[config.mk]
export PLATFORM = sky130hd
export DESIGN_NAME = seq_multiplier
export DESIGN_NICKNAME = d
export VERILOG_FILES = /design/src/rtl/seq_multiplier.sv
export SDC_FILE = /design/constraint.sdc
export NUM_CORES = 1
export LEC_CHECK = 0
export ABC_AREA = 1
export CAP_MARGIN = 10
export CORE_UTILIZATION = 35
export CTS_BUF_LIST = sky130_fd_sc_hd__clkbuf_2 sky130_fd_sc_hd__clkbuf_4 sky130_fd_sc_hd__clkbuf_8
export DETAILED_ROUTE_END_ITERATION = 16
export PLACE_DENSITY_LB_ADDON = 0.1
export SLEW_MARGIN = 30
export SYNTH_ARGS = -nofsm -noshare
export SYNTH_HDL_FRONTEND = slang
export SYNTH_SLANG_ARGS = --single-unit
export TNS_END_PERCENT = 5
[constraint.sdc]
create_clock -name clk -period 2.8 [get_ports clk]
set_clock_uncertainty 0.2 [all_clocks]
set_input_delay 0.56 -clock clk [delete_from_list [all_inputs] [get_ports clk]]
set_output_delay 0.56 -clock clk [all_outputs]
set_load 0.005 [all_outputs]
[src/rtl/seq_multiplier.sv]
// Sequential shift-add multiplier with per-operation signed/unsigned mode.
// One multiplier bit is consumed per RUN cycle (LSB first); the product is
// sign-corrected once on the DONE->IDLE edge and held until the next completion.
//
// Optional build macro: SEQ_MULT_EARLY_TERM_EN
//   defined   -> RUN ends as soon as the remaining multiplier magnitude is zero
//   undefined -> RUN always lasts WIDTH cycles
//
// Parameters:
//   WIDTH        operand width (2..32); result is 2*WIDTH bits
// Ports:
//   clk          rising-edge clock
//   rst_n        asynchronous active-low reset
//   start        request, sampled only in IDLE
//   is_signed    1 = two's-complement operands/result, sampled with start
//   multiplicand operand A, sampled with start
//   multiplier   operand B, sampled with start
//   in_process   high while an operation is in RUN or DONE
//   finish       one-cycle completion pulse
//   result       product, valid from finish onward
module seq_multiplier #(
  parameter int unsigned WIDTH = 4
) (
  input  logic                 clk,
  input  logic                 rst_n,
  input  logic                 start,
  input  logic                 is_signed,
  input  logic [WIDTH-1:0]     multiplicand,
  input  logic [WIDTH-1:0]     multiplier,
  output logic                 in_process,
  output logic                 finish,
  output logic [2*WIDTH-1:0]   result
);

  localparam int unsigned RW = 2 * WIDTH;

  typedef enum logic [1:0] {
    IDLE = 2'd0,
    RUN  = 2'd1,
    DONE = 2'd2
  } state_t;

  state_t state;
  state_t next_state;

  logic [RW-1:0]    mcand;
  logic [WIDTH-1:0] mplier;
  logic [RW-1:0]    acc;
  logic             neg;

  logic [WIDTH-1:0] mag_a_c;
  logic [WIDTH-1:0] mag_b_c;
  logic             run_last_c;
  logic             load_c;
  logic             step_c;
  logic             finish_nxt_c;
  logic             in_process_nxt_c;

  // Operand magnitudes; the most-negative value maps to its unsigned magnitude.
  always_comb begin
    mag_a_c = multiplicand;
    mag_b_c = multiplier;
    if (is_signed && multiplicand[WIDTH-1]) mag_a_c = WIDTH'(~multiplicand + WIDTH'(1));
    if (is_signed && multiplier[WIDTH-1])   mag_b_c = WIDTH'(~multiplier + WIDTH'(1));
  end

`ifdef SEQ_MULT_EARLY_TERM_EN
  // Last RUN cycle once nothing above the current bit remains to be added.
  always_comb begin
    run_last_c = (mplier[WIDTH-1:1] == '0);
  end
`else
  localparam int unsigned CW = (WIDTH > 1) ? $clog2(WIDTH) : 1;
  localparam logic [CW-1:0] LAST_BIT = CW'(WIDTH - 1);

  logic [CW-1:0] bit_cnt;

  // Last RUN cycle is the one processing bit WIDTH-1.
  always_comb begin
    run_last_c = (bit_cnt == LAST_BIT);
  end

  // Bit counter: cleared on acceptance, advanced each RUN cycle.
  always_ff @(posedge clk or negedge rst_n) begin
    if (!rst_n) begin
      bit_cnt <= '0;
    end else if (load_c) begin
      bit_cnt <= '0;
    end else if (step_c) begin
      bit_cnt <= bit_cnt + CW'(1);
    end
  end
`endif

  // State register.
  always_ff @(posedge clk or negedge rst_n) begin
    if (!rst_n) begin
      state <= IDLE;
    end else begin
      state <= next_state;
    end
  end

  // Next-state logic.
  always_comb begin
    next_state = state;
    case (state)
      IDLE:    if (start) next_state = RUN;
      RUN:     if (run_last_c) next_state = DONE;
      DONE:    next_state = IDLE;
      default: next_state = IDLE;
    endcase
  end

  // Control decode; finish/in_process are computed one cycle ahead and registered.
  always_comb begin
    load_c       = 1'b0;
    step_c       = 1'b0;
    finish_nxt_c = 1'b0;
    case (state)
      IDLE:    load_c       = start;
      RUN:     step_c       = 1'b1;
      DONE:    finish_nxt_c = 1'b1;
      default: ;
    endcase
    in_process_nxt_c = (next_state != IDLE);
  end

  // Datapath and registered outputs.
  always_ff @(posedge clk or negedge rst_n) begin
    if (!rst_n) begin
      mcand      <= '0;
      mplier     <= '0;
      acc        <= '0;
      neg        <= 1'b0;
      result     <= '0;
      finish     <= 1'b0;
      in_process <= 1'b0;
    end else begin
      finish     <= finish_nxt_c;
      in_process <= in_process_nxt_c;
      if (load_c) begin
        mcand  <= RW'(mag_a_c);
        mplier <= mag_b_c;
        acc    <= '0;
        neg    <= is_signed & (multiplicand[WIDTH-1] ^ multiplier[WIDTH-1]);
      end else if (step_c) begin
        if (mplier[0]) acc <= acc + mcand;
        mcand  <= mcand << 1;
        mplier <= mplier >> 1;
      end
      // Sign correction applied once, on the DONE->IDLE edge.
      if (finish_nxt_c) begin
        result <= neg ? RW'(~acc + RW'(1)) : acc;
      end
    end
  end

endmodule
### After elaboration in Yosys (flattened, before gate mapping)

Index checks and enable logic that the tools add are counted.

| word-level totals | value |
|---|---|
| register bits | 35 |
| bits of input ports | 12 |
| output and inout port bits | 10 |
| word-level logic and storage cells | 47 |

| cells by class | value |
|---|---|
| add/sub/neg operators | 5 |
| equal/unequal tests | 3 |
| multiplexer cells | 18 |
| bitwise logic cells | 5 |
| reduce and logical (&&, ||, !) cells | 7 |

Operators by type and width:

| kind | count |
|---|---|
| 2-to-1 mux 8 bit | 6 |
| 2-to-1 mux 4 bit | 4 |
| adder 4 x 1 -> 4 bit (second input constant) | 2 |
| adder 8 x 1 -> 8 bit (second input constant) | 1 |
| adder 8 bit | 1 |
| 2-to-1 mux 2 bit | 4 |
| NOT 4 bit | 2 |
| NOT 8 bit | 1 |
| nonzero test 2 bit | 3 |
| == test 2 bit (second input constant) | 2 |
| case mux 2 bit (2 select lines) | 1 |
| 2-to-1 mux 1 bit | 3 |
| adder 2 x 1 -> 2 bit (second input constant) | 1 |
| == test 2 x 1 -> 1 bit (second input constant) | 1 |
| logical AND 1 bit | 2 |
| zero test 2 bit | 1 |
| AND reduction 2 bit | 1 |
| bitwise AND 1 bit | 1 |
| XOR 1 bit | 1 |

### Longest topological paths before layout

Gate-level depths: netlist of the first run.

| depth | value |
|---|---|
| depth in word-level cells | 4 |
| gate-level depth with buffers | 11 |
| depth with buffers taken out | 11 |

### Worst setup path after synthesis of the first run

No wires, ideal clock.

| timing | value |
|---|---|
| kind | register to register |
| start | register mcand[0] |
| end | register acc[6] |
| setup time | 0.117 ns |
| data arrival time | 1.390 ns |
| required time | 2.483 ns |
| slack | 1.093 ns |
| cell stages (with the launch flop) | 12 |
| path buffers | 0 |
| period minus slack after synthesis | 1.707 ns |
| cells stage by stage | dfrtp_1 > ha_1 > inv_1 > fa_1 > inv_1 > nand2_1 > nand2_1 > nand3b_1 > nand2_1 > nand2_1 > nand3_1 > nand2_1 |

| between the ends | value |
|---|---|
| cells in the longest elaborated chain, start to end | 4 |

RTL lines:

| element | line | text |
|---|---|---|
| from (decl) | 46 | `logic [RW-1:0] mcand;` |
| from (signal assigned) | 143 | `mcand <= RW'(mag_a_c);` |
| from (signal assigned) | 149 | `mcand <= mcand << 1;` |
| adder 8 bit | 148 | `if (mplier[0]) acc <= acc + mcand;` |
| 2-to-1 mux 8 bit | 148 |  |
| 2-to-1 mux 8 bit | 147 | `end else if (step_c) begin` |
| 2-to-1 mux 8 bit | 142 | `if (load_c) begin` |
| to (signal assigned) | 148 |  |
| to (decl) | 48 | `logic [RW-1:0] acc;` |

Every way passes these cells. The select of a mux whose other input is x is not followed.
A chain may end at the register's enable or synchronous reset.

### Final worst setup path of the first run

Ends and elaborated chain as after synthesis.

==> results_dict.tcl, run 1 <==
set metrics [dict create \
    status "complete, no violations" \
    dp.cells 330 \
    muxShareOfSynthArea_pct 0 \
    synth_top_family_by_area "simple AND/OR/NAND/NOR gates" \
    drtIter0Drc 63 \
    portBuffers 21 \
    clock_latency_ps 270 \
    grt_max_degree 36 \
    cp_max_fo 3 \
    whs_ps 280 \
    nFillCells 573 \
    die_w_um 77.6 \
    pwr-share-seq_pct 35.9 \
    fin_crit_ps 1920 \
    die_h_um 77.6 \
    clock.fmax_mhz 520 \
    synth_xor_area_share_pct 3.50 \
    comb_power_share_pct 50.4 \
    end_kind "register" \
    slew_viol_final 0 \
    totalWireLength_um 3920 \
    power.density_nw_per_um2 1070 \
    antenna_found_initial 0 \
    clock_path_buffers 2 \
    synth_warnings 0 \
    core.rowCount 27 \
    post_drt_wl_per_cell_um 11.7 \
    dp_hpwl_um 3000 \
    leakage_nw 1.18 \
    clockPowerShare_pct 13.7 \
    clk_pin_slew_ps 70 \
    yosys.area_share.simple_pct 23.9 \
    final_cells 336 \
    switching_share_pct 42.2 \
    cap_violations 0 \
    crit_type "register to register" \
    synthTopCellsByCount "63 x nand2_1, 35 x dfrtp_1, 31 x inv_1, 14 x nand3_1, 14 x nor2_1" \
    numCtsBuffers 5 \
    tritoncts "yes" \
    period_share_pct 68.7 \
    hold_viol_final 0 \
    required_ps 2770 \
    ys_ff_latch 35 \
    setup_viol_count_final 0 \
    rsz0062_at_grt "false" \
    antenna_cells 0 \
    finalSetupTns_ps 0 \
    synth_most_common_cell "nand2_1" \
    yosys.area.top_type "dfrtp_1" \
    cts_root_buf "clkbuf_8" \
    cts_num_sinks 35 \
    holdCritPathClass "register to register" \
    grt_pass1_vias 1525 \
    drive_gt1_share_pct 8.33 \
    peakVddDrop_v 0.000477 \
    postCtsResizedCells 0 \
    netlist_area_sq_um 2000 \
    place.gp.congestion 0.742 \
    grt_pass1_wl_um 6890 \
    synth_edf_count 0 \
    yosysUniqueCellTypes 31 \
    coreArea_sq_um 5510 \
    synthToLayoutAreaGrowth_pct 17.3 \
    p_int_mw 1.44 \
    initial_core_util_pct 36.3 \
    grt-ovfl-total 0 \
    nets 289 \
    viasPerCell 4.70 \
    netlist_top_cells_area "dfrtp_1 44%, nand2_1 12%, ha_1 6.9%" \
    synthAdderAreaFrac_pct 7.88 \
    p_switching_mw 1.06 \
    hold_buffers 0 \
    drc 0 \
    pre_cts_slack_ps 798 \
    die_area_sq_um 6020 \
    synth_top_area_share_pct 43.8 \
    p_total_mw 2.50 \
    vias 1579 \
    tightest_slew_ps 455 \
    synth_compound_area_share_pct 11.9 \
    synthFlopType "dfrtp_1" \
    grtUsageTotal_pct 14.5 \
    synthArstFlopShare_pct 100 \
    ys_seq_area_share_pct 43.8 \
    syn_nets 264 \
    ant_nets 0 \
    cp-start-kind "register" \
    critical_path_arrival_ps 1890 \
    synthCells 240 \
    io-pin-count 22 \
    avgSynthCellArea_sq_um 8.34 \
    drt_pass1_iterations 4 \
    slew_headroom_pct 69.7 \
    cts_setup_buffers 0 \
    setup_ws_ps 878 \
    htreeDepth 2 \
]
cells by family after synthesis:
kind of cell | count (synthesis)
AO/OA/AOI/OAI | 40
flip-flops | 35
buffers and inverters | 41
XOR/XNOR | 8
adder cells (fa/ha/maj) | 12
AND/OR/NAND/NOR | 104
critical path, stage by stage, from the launching register on:
cell,delay [ps]
dfrtp_1,390
ha_1,180
inv_1,50
fa_1,390
inv_1,80
nand2_1,50
nand2_1,90
nand3b_1,120
nand2_1,80
nand2_1,50
nand3_1,60
nand2_1,50
stage by stage:
step	utilization, %	instance area, sq um
after floorplan	-	2000
after global placement	41.2	2270
after detailed placement	41.2	2270
after CTS	42.6	2350
after global routing	42.6	2350
final	42.6	2350
layer usage:
| layer | vias to the layer above | routed length [um] | track usage [%] |
|---|---|---|---|
| met5 | - | 0 | 0 |
| met4 | 0 | 46 | 4.53 |
| met3 | 6 | 116 | 3.41 |
| met2 | 25 | 1840 | 23.2 |
| met1 | 719 | 1920 | 19.4 |
| li1 | 829 | - | - |
state kept, by name (all words and copies together), names as in the netlist:
signal / flops
finish: 1
result: 8
state: 2
mcand: 8
bit_cnt: 2
acc: 8
neg: 1
in_process: 1
mplier: 4
power by group through the flow:
stage / combinational, mW / sequential, mW / clock, mW
floorplan: 0.969 / 0.864 / 0
global placement: 1.26 / 0.909 / 0
detailed placement: 1.27 / 0.906 / 0
CTS: 1.28 / 0.899 / 0.353
global route: 1.47 / 0.927 / 0.377
finish: 1.26 / 0.898 / 0.341
final timing paths:
check	to	from	slack [ps]	depth (start not counted)
max reg2reg	acc[6]$_DFFE_PN0P_	mcand[0]$_DFFE_PN0P_	880	11
min reg2reg	result[4]$_DFFE_PN0P_	result[4]$_DFFE_PN0P_	280	2
max	acc[6]$_DFFE_PN0P_	mcand[0]$_DFFE_PN0P_	880	11
max in group asynchronous	mcand[6]$_DFFE_PN0P_	rst_n	1570	2
min	result[4]$_DFFE_PN0P_	result[4]$_DFFE_PN0P_	280	2
min in group asynchronous	finish$_DFF_PN0_	rst_n	490	2
cell type report:
cell class,instances,area (sq um),area share [%]
Tap cell,72,90.1,3.84
Sequential cell,35,876,37.3
Inverter,37,141,6.03
Clock buffer,6,76.3,3.25
Multi-Input combinational cell,164,945,40.3
Timing Repair Buffer,22,218,9.28
cell usage in the layout, fill, tap and decap left out:
cell type         n
a21oi_1           5
a22o_1            1
a22oi_1           2
buf_4             1
clkbuf_4          1
clkbuf_8          5
clkdlybuf4s50_1  21
dfrtp_1          35
fa_1              1
ha_1             11
inv_1            31
inv_2             5
inv_4             1
nand2_1          63
nand2_2           1
nand2_4           1
nand3_1          14
nand3_4           1
nand3b_1          3
nand4_1           2
nor2_1           14
nor2_4            1
nor2_8            1
nor3_1            1
o211ai_1          3
o21ai_0          10
o21ai_1           8
o21ai_2           2
o221ai_1          1
o22ai_1           7
o31ai_1           1
or2_2             2
xor2_1            8
Note: power is estimated with default switching activity, not from simulation.
==> inputs of run 2 (changes only) <==
- clock period: 2.8 -> 1.6 ns (I/O delays scaled with it)
==> run 2 against run 1 <==
  * The run now ends with negative setup slack left
  * Critical path depth did not move
  * Clock power rose by 91%
  * Sequential share of layout area shrank 3.5 points
  * Maximum frequency up 11%
  * Routed wire length increased by 4.1%
  * Register-to-register slack worse by 1000 ps
  * Via count up 6.1%
  * Final cell count grew 8.6%
  * Power is 92% higher
  * Combinational power is 110% higher
  * Non-clock buffer count is 28 higher
  * Count of clock-buffer cells in the layout did not move
==> results_dict.tcl, run 2 (synthesis results as in run 1) <==
set metrics [dict create \
    rr_endpoint "acc[6]$_DFFE_PN0P_" \
    r2r_cells 11 \
    crit_end "acc[6]$_DFFE_PN0P_" \
    cp-start-kind "register" \
    met2_length_um 1950 \
    setup_ws_ps -135 \
    final_common_cell "nand2_1" \
    rrSetupSlack_ps -140 \
    cp_max_fo 3 \
    htreeDepth 2 \
    crit_type "register to register" \
    portBuffers 21 \
    fin_util_pct 47.1 \
    layout_common_cells "61 x nand2_1, 35 x dfrtp_1, 29 x inv_1" \
    fin_crit_ps 1740 \
    antenna_found_initial 0 \
    cap_violations 0 \
    finalSetupTns_ps -263 \
    status "finished with violations" \
    drc 0 \
    rsz0062_at_grt "true" \
    clock_path_buffers 2 \
    die_w_um 77.6 \
    grt_pass1_vias 1640 \
    cts_root_buf "clkbuf_8" \
    slew_headroom_pct 83.0 \
    period_share_pct 108 \
    grt_max_degree 36 \
    vias 1675 \
    setup_viol_count_final 4 \
    power.density_nw_per_um2 1850 \
    whs_ps 197 \
    post_drt_wl_per_cell_um 11.2 \
    leakage_nw 1.35 \
    reg_top3 "acc (8), mcand (8), result (8)" \
    numCtsBuffers 5 \
    cpPeakStageDelay_ps 360 \
    worstPathCellList "ha_2 -> inv_2 -> fa_2 -> inv_2 -> nand2_2 -> nand2_2 -> nand3b_1 -> nand2_1 -> nand2_1 -> nand3_2 -> nand2_1" \
    coreArea_sq_um 5510 \
    core.rowCount 27 \
    met1_length_um 1950 \
    startpoint "acc[0]$_DFFE_PN0P_" \
    synthToLayoutAreaGrowth_pct 29.5 \
    critical_path_arrival_ps 1720 \
    wl_met3_um 114 \
    die_area_sq_um 6020 \
    tightest_slew_ps 255 \
    pre_cts_slack_ps -165 \
    holdCritPathClass "input pin to asynchronous set/reset pin" \
    totalWireLength_um 4080 \
    end_kind "register" \
    cp_common_cell "nand2_1" \
    hold_buffers 0 \
    dp_hpwl_um 3220 \
    grt_pass1_wl_um 7670 \
    clk_pin_slew_ps 70 \
    tritoncts "yes" \
    violations "negative setup slack" \
    hold_viol_final 0 \
    antenna_cells 0 \
    crit_slowest_cell "dfrtp_1" \
    initial_core_util_pct 36.3 \
    cts_num_sinks 35 \
    slew_viol_final 0 \
    topRoutingLayerUsed "met4" \
    ant_nets 0 \
    peakVddDrop_v 0.000496 \
    viasPerCell 4.59 \
    place.gp.congestion 0.815 \
    required_ps 1580 \
    nets 317 \
    drt_pass1_iterations 4 \
    clock.fmax_mhz 576 \
    drive_gt1_share_pct 20.5 \
    reg2reg_from "acc[0]$_DFFE_PN0P_" \
    clock_latency_ps 280 \
    grtUsageTotal_pct 16.3 \
    drtIter0Drc 92 \
    grt-ovfl-total 0 \
    io-pin-count 22 \
    die_h_um 77.6 \
]
## run 2: changes by cell type in the layout (fill, tap and decap cells not counted), sizes merged
| cell | change |
|---|---|
| buf | +28 |
| clkdlybuf4s50 | -10 |
| dlygate4sd2 | +10 |
| clkinv | +1 |
## run 2: cell type report
cell class | instances | area (sq um)
Tap cell | 72 | 90.1
Clock inverter | 1 | 5.00
Multi-Input combinational cell | 164 | 968
Sequential cell | 35 | 876
Clock buffer | 6 | 82.6
Timing Repair Buffer | 50 | 428
Inverter | 37 | 141
Fill cell | 570 | 2920
## run 2: through the flow
step / total power [mW] / cell area, sq um / cells
2_1_floorplan: 3.21 / 2000 / 240
3_3_place_gp: 4.19 / 2490 / 358
3_5_place_dp: 4.21 / 2490 / 358
4_1_cts: 4.83 / 2580 / 365
5_1_grt: 5.34 / 2590 / 365
6_report: 4.79 / 2590 / 365
## run 2: where the power goes
group / switching, mW / internal (mW)
Sequential: 0.239 / 1.27
Clock: 0.314 / 0.338
Combinational: 1.41 / 1.22
## run 2: worst min path at each step
stage          slack (ps)  cells past startpoint             startpoint               endpoint
2_1_floorplan        -180                      0                  rst_n     acc[0]$_DFFE_PN0P_
5_1_grt               240                      2                  rst_n       finish$_DFF_PN0_
3_3_place_gp          260                      2  mplier[2]$_DFFE_PN0P_  mplier[2]$_DFFE_PN0P_
6_report              200                      2                  rst_n       finish$_DFF_PN0_
3_5_place_dp          260                      2  mplier[2]$_DFFE_PN0P_  mplier[2]$_DFFE_PN0P_
4_1_cts               200                      2                  rst_n       finish$_DFF_PN0_
## run 2: worst max-delay path, delay by kind of cell, from the launching register on
family,cells,cell delay (ps)
AND/OR/NAND/NOR,7,410
buffers and inverters,2,100
adder cells (fa/ha/maj),2,550
flip-flops,1,360
## run 2: layer usage
layer  GRT usage, %  vias up
li1               -      885
met1           21.2      759
met2           26.5       26
met3           3.65        5
met4           5.85        0
met5              0        -
## run 2: repair_timing
action                                  CTS  global route
pin swaps                                 0             4
setup buffers                             0             0
resized for setup                        13             6
hold endpoints to repair                  0             0
endpoints found under the setup margin   15             9
==> inputs of run 3 (changes only) <==
- PLACE_DENSITY_LB_ADDON: 0.1 -> unset
==> run 3 against run 2 <==
  * The run still ends with negative setup slack left
  * Power is 2.0% higher
  * Final area is 1.6% higher
  * Register-to-register slack hardly changed
  * Worst setup slack better by 3.0 ps
  * Maximum frequency is 0.18% higher
  * Global-route usage is 1.7 points lower
  * Non-clock buffer count is 5 higher
  * Final cell count is 1.6% higher
  * Combinational power is 3% higher
  * Sequential share of layout area is 0.55 points lower
==> results_dict.tcl, run 3 (synthesis results as in run 1) <==
set metrics [dict create \
    drive_gt1_share_pct 21.4 \
    vias 1692 \
    grt_max_degree 36 \
    wl_met3_um 173 \
    reg_top3 "acc (8), mcand (8), result (8)" \
    place.gp.congestion 0.801 \
    htreeDepth 2 \
    status "finished with violations" \
    reg2reg_from "acc[0]$_DFFE_PN0P_" \
    totalWireLength_um 4130 \
    holdCritPathClass "input pin to asynchronous set/reset pin" \
    ant_nets 0 \
    cap_violations 0 \
    finalSetupTns_ps -178 \
    rrSetupSlack_ps -130 \
    tightest_slew_ps 295 \
    nFillCells 561 \
    hold_buffers 0 \
    critical_path_arrival_ps 1700 \
    antenna_cells 0 \
    setup_ws_ps -132 \
    grt_pass1_vias 1578 \
    core.rowCount 27 \
    met1_length_um 1980 \
    startpoint "acc[0]$_DFFE_PN0P_" \
    drtIter0Drc 85 \
    clockPowerShare_pct 13.1 \
    required_ps 1570 \
    numCtsBuffers 5 \
    clk_pin_slew_ps 70 \
    final_common_cell "nand2_1" \
    antenna_found_initial 0 \
    end_kind "register" \
    die_w_um 77.6 \
    tritoncts "yes" \
    period_share_pct 108 \
    cp-start-kind "register" \
    grt_pass1_wl_um 7090 \
    io-pin-count 22 \
    coreArea_sq_um 5510 \
    crit_type "register to register" \
    portBuffers 21 \
    cp_max_fo 3 \
    slew_headroom_pct 80.3 \
    peakVddDrop_v 0.000966 \
    layout_common_cells "61 x nand2_1, 35 x dfrtp_1, 33 x buf_4" \
    violations "negative setup slack" \
    p_switching_mw 1.99 \
    die_area_sq_um 6020 \
    post_drt_wl_per_cell_um 11.1 \
    clock_path_buffers 2 \
    rr_endpoint "acc[6]$_DFFE_PN0P_" \
    die_h_um 77.6 \
    drt_pass1_iterations 4 \
    topRoutingLayerUsed "met4" \
    cts_root_buf "clkbuf_8" \
    pre_cts_slack_ps -159 \
    grt-ovfl-total 0 \
    initial_core_util_pct 36.3 \
    viasPerCell 4.56 \
    multi_input_area_sq_um 972 \
    grtUsageTotal_pct 14.6 \
    setup_viol_count_final 4 \
    hold_viol_final 0 \
    pwr-share-seq_pct 31.2 \
    slew_viol_final 0 \
    switching_share_pct 40.6 \
    nets 322 \
    met2_length_um 1950 \
    clock_latency_ps 270 \
    clock.fmax_mhz 577 \
    dp_hpwl_um 3190 \
    cts_num_sinks 35 \
    power.density_nw_per_um2 1860 \
    fin_crit_ps 1730 \
    comb_power_share_pct 55.7 \
    rsz0062_at_grt "true" \
    synthToLayoutAreaGrowth_pct 31.6 \
    r2r_cells 11 \
    drc 0 \
    final_cell_area_sq_um 2630 \
    leakage_nw 1.38 \
    p_int_mw 2.90 \
    place_area_sq_um 2520 \
    ff_latch_area_sq_um 876 \
]
==> run 3: metal layers <==
layer	track usage (%)	vias to the layer above
li1	-	895
met1	19.5	761
met2	24.3	32
met3	3.41	4
met4	2.26	0
met5	0	-
==> run 3: layout make-up <==
class / instances / share of cell area [%]
clock buffer: 7 / 3.18
tap: 72 / 3.42
multi-input combinational: 164 / 36.9
inverter: 37 / 5.37
clock inverter: 1 / 0.190
timing repair buffer: 55 / 17.7
sequential: 35 / 33.3
==> run 3: worst max-delay path by stage <==
stage | end | depth (start not counted) | slack [ps]
2_1_floorplan | acc[6]$_DFFE_PN0P_ | 11 | -60
3_3_place_gp | mplier[1]$_DFFE_PN0P_ | 5 | -130
3_5_place_dp | mcand[2]$_DFFE_PN0P_ | 7 | -160
4_1_cts | acc[6]$_DFFE_PN0P_ | 11 | -110
5_1_grt | acc[6]$_DFFE_PN0P_ | 11 | -240
6_report | acc[6]$_DFFE_PN0P_ | 11 | -130
==> run 3: power groups by stage <==
stage          logic, mW  registers, mW  clock network (mW)
6_report            2.72           1.53               0.639
5_1_grt             3.10           1.57               0.699
4_1_cts             2.72           1.53               0.663
3_5_place_dp        2.72           1.54                   0
3_3_place_gp        2.68           1.53                   0
2_1_floorplan       1.70           1.51                   0
==> run 3: critical path: stages (launching register included) <==
cell      delay (ps)
dfrtp_1          360
ha_2             200
inv_2             40
fa_2             330
inv_1             60
nand2_1           60
nand2_2           70
nand3b_1          90
nand2_1           80
nand2_1           50
nand3_1           60
nand2_1           50
==> run 3: what timing repair did <==
| action | in CTS | in global routing |
|---|---|---|
| resized for setup | 15 | 2 |
| buffers inserted | 1 | 1 |
| pin swaps | 1 | 0 |
| setup endpoints to repair | 16 | 7 |
==> run 3: stage by stage <==
stage               hold WS, ps  power, mW  instances  util [%]
finish                      218       4.89        371      47.8
global route                236       5.37        371      47.8
CTS                         219       4.91        370      47.6
detailed placement          260       4.26        361      45.7
global placement            258       4.21        361      45.7
floorplan                  -176       3.21        240         -
